`src/rtl/hs_sync_sink.sv`:
```
// Clocked sink for a 4-phase bundled-data channel: synchronises req, captures data
// into a first-word-fall-through FIFO, and returns ack; drains via valid/ready.
module hs_sync_sink #(
    parameter int unsigned DATA_W      = 2,
    parameter int unsigned DEPTH       = 4,
    parameter int unsigned SYNC_STAGES = 2
) (
    input  logic                           clk,
    input  logic                           rst_n,
    input  logic                           req_in,
    input  logic [DATA_W-1:0]              data_in,
    output logic                           ack_in,
    output logic                           out_valid,
    input  logic                           out_ready,
    output logic [DATA_W-1:0]              out_data,
    output logic [$clog2(DEPTH+1)-1:0]     count
);

    localparam int unsigned PTR_W = $clog2(DEPTH);
    localparam int unsigned CNT_W = $clog2(DEPTH+1);

    typedef enum logic {
        IDLE = 1'b0,
        ACK  = 1'b1
    } state_e;

    state_e                  state_q, state_d;
    logic [SYNC_STAGES-1:0]  sync_q;
    logic [DATA_W-1:0]       mem_q [DEPTH];
    logic [PTR_W-1:0]        wr_ptr_q, rd_ptr_q;
    logic [CNT_W-1:0]        count_q, count_d;
    logic                    req_s;
    logic                    full;
    logic                    push;
    logic                    pop;

    // Only the request crosses domains; data is held stable by the bundling constraint.
    always_ff @(posedge clk or negedge rst_n) begin
        if (!rst_n) begin
            sync_q <= '0;
        end else begin
            sync_q <= {sync_q[SYNC_STAGES-2:0], req_in};
        end
    end

    assign req_s = sync_q[SYNC_STAGES-1];
    assign full  = (count_q == CNT_W'(DEPTH));
    assign pop   = out_valid && out_ready;

    always_ff @(posedge clk or negedge rst_n) begin
        if (!rst_n) begin
            state_q <= IDLE;
        end else begin
            state_q <= state_d;
        end
    end

    // Push only on the IDLE->ACK transition so a long-held request captures once.
    always_comb begin
        state_d = state_q;
        push    = 1'b0;
        unique case (state_q)
            IDLE: begin
                if (req_s && !full) begin
                    push    = 1'b1;
                    state_d = ACK;
                end
            end
            ACK: begin
                if (!req_s) begin
                    state_d = IDLE;
                end
            end
            default: state_d = IDLE;
        endcase
    end

    always_comb begin
        count_d = count_q;
        unique case ({push, pop})
            2'b10:   count_d = count_q + CNT_W'(1);
            2'b01:   count_d = count_q - CNT_W'(1);
            default: count_d = count_q;
        endcase
    end

    always_ff @(posedge clk or negedge rst_n) begin
        if (!rst_n) begin
            for (int i = 0; i < int'(DEPTH); i++) begin
                mem_q[i] <= '0;
            end
            wr_ptr_q <= '0;
            rd_ptr_q <= '0;
            count_q  <= '0;
        end else begin
            if (push) begin
                mem_q[wr_ptr_q] <= data_in;
                wr_ptr_q        <= wr_ptr_q + PTR_W'(1);
            end
            if (pop) begin
                rd_ptr_q <= rd_ptr_q + PTR_W'(1);
            end
            count_q <= count_d;
        end
    end

    assign ack_in    = (state_q == ACK);
    assign out_valid = (count_q != '0);
    assign out_data  = mem_q[rd_ptr_q];
    assign count     = count_q;

endmodule

```
`config.mk`:
```
export PLATFORM = sky130hd
export DESIGN_NAME = hs_sync_sink
export DESIGN_NICKNAME = d
export VERILOG_FILES = /design/src/rtl/hs_sync_sink.sv
export SDC_FILE = /design/constraint.sdc
export NUM_CORES = 1
export LEC_CHECK = 0
export ABC_AREA = 1
export BUFFER_PORTS_ARGS = -buffer_cell sky130_fd_sc_hd__buf_2
export CORE_MARGIN = 2
export CORE_UTILIZATION = 37
export DETAILED_ROUTE_END_ITERATION = 16
export GPL_TIMING_DRIVEN = 0
export HOLD_SLACK_MARGIN = 0.02
export PLACE_DENSITY = 0.67
export SYNTH_ARGS = -nofsm -noshare
export SYNTH_HDL_FRONTEND = slang
export SYNTH_SLANG_ARGS = --single-unit
```
`constraint.sdc`:
```
create_clock -name clk -period 2.64 [get_ports clk]
set_clock_uncertainty 0.1 [all_clocks]
set_input_delay 0.264 -clock clk [delete_from_list [all_inputs] [get_ports clk]]
set_output_delay 0.264 -clock clk [all_outputs]
set_load 0.01 [all_outputs]
```
==> Implementation_results.wiki <==
{| class="wikitable"
! Metric !! Value
|-
| Wire length of the first global-routing pass || between 2 and 3 mm
|-
| Routability-driven placement congestion ratio || 0.732
|-
| Most used cell, CP || sky130_fd_sc_hd__nand2_1
|-
| Main combinational cell family by area after synthesis || simple AND/OR/NAND/NOR gates
|-
| Count of maximum capacitance violations || 0
|-
| Post-placement worst setup slack || 0.701 ns
|-
| Mapped cell area || 931 µm²
|-
| Final routed wire length divided by cell count || 10.7 µm
|-
| Average size of a mapped cell || 8.46 µm²
|-
| Number of stages on the worst hold path || 3
|-
| Top area cells in the synthesized netlist || sky130_fd_sc_hd__dfrtp_1 48%, sky130_fd_sc_hd__nand2_1 15%, sky130_fd_sc_hd__ha_1 6.7%
|-
| Final Hold Violating Endpoints || 0
|-
| NumNets Final || about 140
|-
| Share of synthesized area spent on multiplexers || 0%
|-
| Type of destination of the critical path || register
|-
| Final setup violation count || 0
|-
| Buffer depth of the longest clock path || 2
|-
| Number of distinct library cells after synthesis || 14
|-
| DIE AREA || 0.00293 mm²
|-
| Run status || finished, final reports clean
|-
| Hold Path Class || in -> reg
|-
| Arrival time at the worst endpoint || 2.03 ns
|-
| Number of post-CTS setup repair buffers || 0
|-
| Initial detailed-routing violation count || 16
|-
| Yosys warnings || 0
|-
| Reg clk slew, reported paths || about 0.10 ns
|-
| Die X || 54.2 µm
|-
| CTS tree || done
|-
| Antenna diode count || 0
|-
| Pins over their slew limit || 0
|-
| Required time of the critical path || 2.72 ns
|-
| Sequential share of the synthesized area || 48.4%
|-
| Worst setup slack for register-to-register paths || 0.68 ns
|-
| Via-per-instance ratio || 4.71
|-
| Initial antenna violation count || 0
|-
| P per Cell Area || between 1000 and 1500 mW/mm²
|-
| Post-Synth Adder-Cell Area || 8.87%
|-
| Kind of start point of the critical path || register
|-
| Ys flop type || sky130_fd_sc_hd__dfrtp_1
|-
| Compound-cell area share of the yosys netlist || 3.76%
|-
| Number of top-level pins || 13
|-
| Startpoint-to-endpoint class of the critical path || reg -> reg
|-
| Shortest period the worst path allows || 1.96 ns
|-
| Critical R2R Launch || count[1]
|-
| Transition at the pin with the smallest max-transition slack || around 0.40 ns
|-
| Number of buffers and inverters on the critical path || 1
|-
| Antenna viol nets, final || 0
|-
| Count of state elements after synthesis || 18
|-
| Parity-gate share of the synthesized area counting xor and xnor cells || 0.941%
|-
| Highest clock rate || 511 MHz
|-
| PortBufs || 12
|-
| Number of clock buffers inserted by TritonCTS || 3
|-
| Final Core Density || 44.0%
|-
| Slew headroom || 73.2%
|-
| Cell count after synthesis || 110
|-
| Share of async-settable or async-resettable flops after synthesis || 100%
|-
| Largest net degree at the start of global routing || 19
|-
| Portion of the clock cycle consumed by the worst path in the final layout || 74.1%
|-
| Endpoint of the worst register-to-register path || count[2]
|-
| Clock Sink Count || 18
|-
| Effective utilization at floorplan || 38.3%
|-
| Overflow left after global routing || 0
|-
| Top cells by count, synth || 37 x sky130_fd_sc_hd__nand2_1, 18 x sky130_fd_sc_hd__dfrtp_1, 12 x sky130_fd_sc_hd__inv_1
|-
| Area of the core || 0.00243 mm²
|-
| Worst Hold Launch || out_ready
|-
| Maximum fanout count along the critical path || 6
|-
| Total nets after synthesis || 122
|-
| Library cell with the highest instance count after synthesis || sky130_fd_sc_hd__nand2_1
|-
| Smallest setup slack after layout || 0.685 ns
|-
| Worst hold margin || approximately 0.14 ns
|-
| Final routed DRC violation total || 0
|-
| Layout-stage area growth over the synthesis result || 15.1%
|-
| Worst reg-to-reg path cell count || 10
|-
| Via count of the first global-routing pass || 661
|-
| Destination of the worst hold path || rd_ptr_q[0]
|-
| Worst IR drop on VDD || 420 µV
|-
| First-pass iteration count of the detailed router || 4
|-
| Floorplan row count || 18
|-
| Area after DPL || 0.00103 mm²
|-
| Final routed wirelength across all metal layers || 1.68 mm
|-
| Cell-by-cell trace of the critical path || nor2_2 > nand2_2 > nand2_1 > ha_1 > inv_1 > fa_1 > nand2_1 > nand3_1 > nand2_1 > nand2_1
|-
| Layout Cell Area excl Fill || around 0.0011 mm²
|-
| Cell chosen for the clock root || sky130_fd_sc_hd__clkbuf_4
|-
| Number of gates resized after cts || 0
|-
| Static power due to leakage || around 0.57 nW
|-
| Slowest stage delay, CP || around 0.42 ns
|-
| Area share of the largest cell type after synthesis || 48.4%
|-
| Layout cells sized above 1 || roughly 16%
|-
| Dominant cell type by area after synthesis || sky130_fd_sc_hd__dfrtp_1
|-
| Gr usage total || 13.2%
|-
| Critical-path cell with the highest stage delay || sky130_fd_sc_hd__dfrtp_1
|-
| Simple-Gate Fraction of Synth Area || a little under a third
|-
| EDFF count, synth || 0
|-
| Largest delay contributor family on the critical path || simple AND/OR/NAND/NOR gates
|-
| Overall via count from detail_route || 739
|-
| Depth of the CTS H-tree || 1
|-
| Clock latency at the later pin of the worst-skew pair || 0.28 ns
|-
| Sum Neg Setup Slack || 0 ns
|-
| Die Span Y || 54.2 µm
|-
| Estimated wirelength of the detail-placed design || approximately 1.3 mm
|-
| Setup repair after global routing missed its margin || false
|}
-- layout make-up --
class | count | area [µm²]
Multi-Input combinational cell | 78 | 413
Clock buffer | 3 | 22.5
Timing Repair Buffer | 14 | 80.1
Buffer | 2 | 22.5
Sequential cell | 18 | 450
Fill cell | 254 | 1360
Tap cell | 30 | 37.5
Inverter | 12 | 45.0
-- layer usage --
metal	vias to the layer above	track usage, %	part of all wire (%)	wire (µm)
met2	8	22.7	49	829
met3	2	2.50	2.3	39
met5	-	0	0	0
met1	341	15.8	47	794
li1	388	-	-	-
met4	0	6.25	1.1	19
-- worst min-delay path, cell delays in order --
cell	delay, ns
sky130_fd_sc_hd__buf_2	0.09
sky130_fd_sc_hd__nand3_1	0.07
sky130_fd_sc_hd__nand2_1	0.07
-- stage by stage --
step           power, W  cells
2_1_floorplan  0.000927    110
3_3_place_gp    0.00107    152
3_5_place_dp    0.00111    152
4_1_cts         0.00124    157
5_1_grt         0.00136    157
6_report        0.00122    157
-- what timing repair did --
action	4_1_cts	5_1_grt
hold endpoints to repair	19	0
hold buffers	2	0
setup endpoints to repair	0	0
-- state kept, by name (all words and copies together), names as in the netlist --
signal,flops
rd_ptr_q,2
count,3
wr_ptr_q,2
mem_q,8
ack_in,1
sync_q,2
-- cells by family after synthesis --
logic type,count (synthesis)
AND/OR/NAND/NOR,64
adder cells (fa/ha/maj),6
flip-flops,18
buffers and inverters,14
XOR/XNOR,1
AO/OA/AOI/OAI,7
-- placed cells by master (no fill, tap or decap), drive strengths merged --
cell type	n
buf	14
clkbuf	3
dfrtp	18
dlygate4sd3	2
fa	1
ha	5
inv	12
nand2	38
nand3	9
nand4	9
nor2	8
o21ai	7
xnor2	1
-- worst max-delay path by stage --
stage	depth (start not counted)	end	from	slack (ns)
2_1_floorplan	10	count[2]	count[1]	0.81
3_3_place_gp	10	count[2]	count[1]	0.73
3_5_place_dp	10	count[2]	count[1]	0.70
4_1_cts	10	count[2]	count[1]	0.67
5_1_grt	10	count[2]	count[0]	0.54
6_report	10	count[2]	count[1]	0.68
-- report_power, final --
| group | leakage, nW | internal (W) | switching (W) |
|---|---|---|---|
| combinational | 0.341 | 0.000239 | 0.000346 |
| clock | 0.0138 | 0.0000529 | 0.0000775 |
| sequential | 0.218 | 0.000401 | 0.000106 |
| total | 0.572 | 0.000693 | 0.000530 |
No activity file was read; power rests on OpenSTA's default activity.
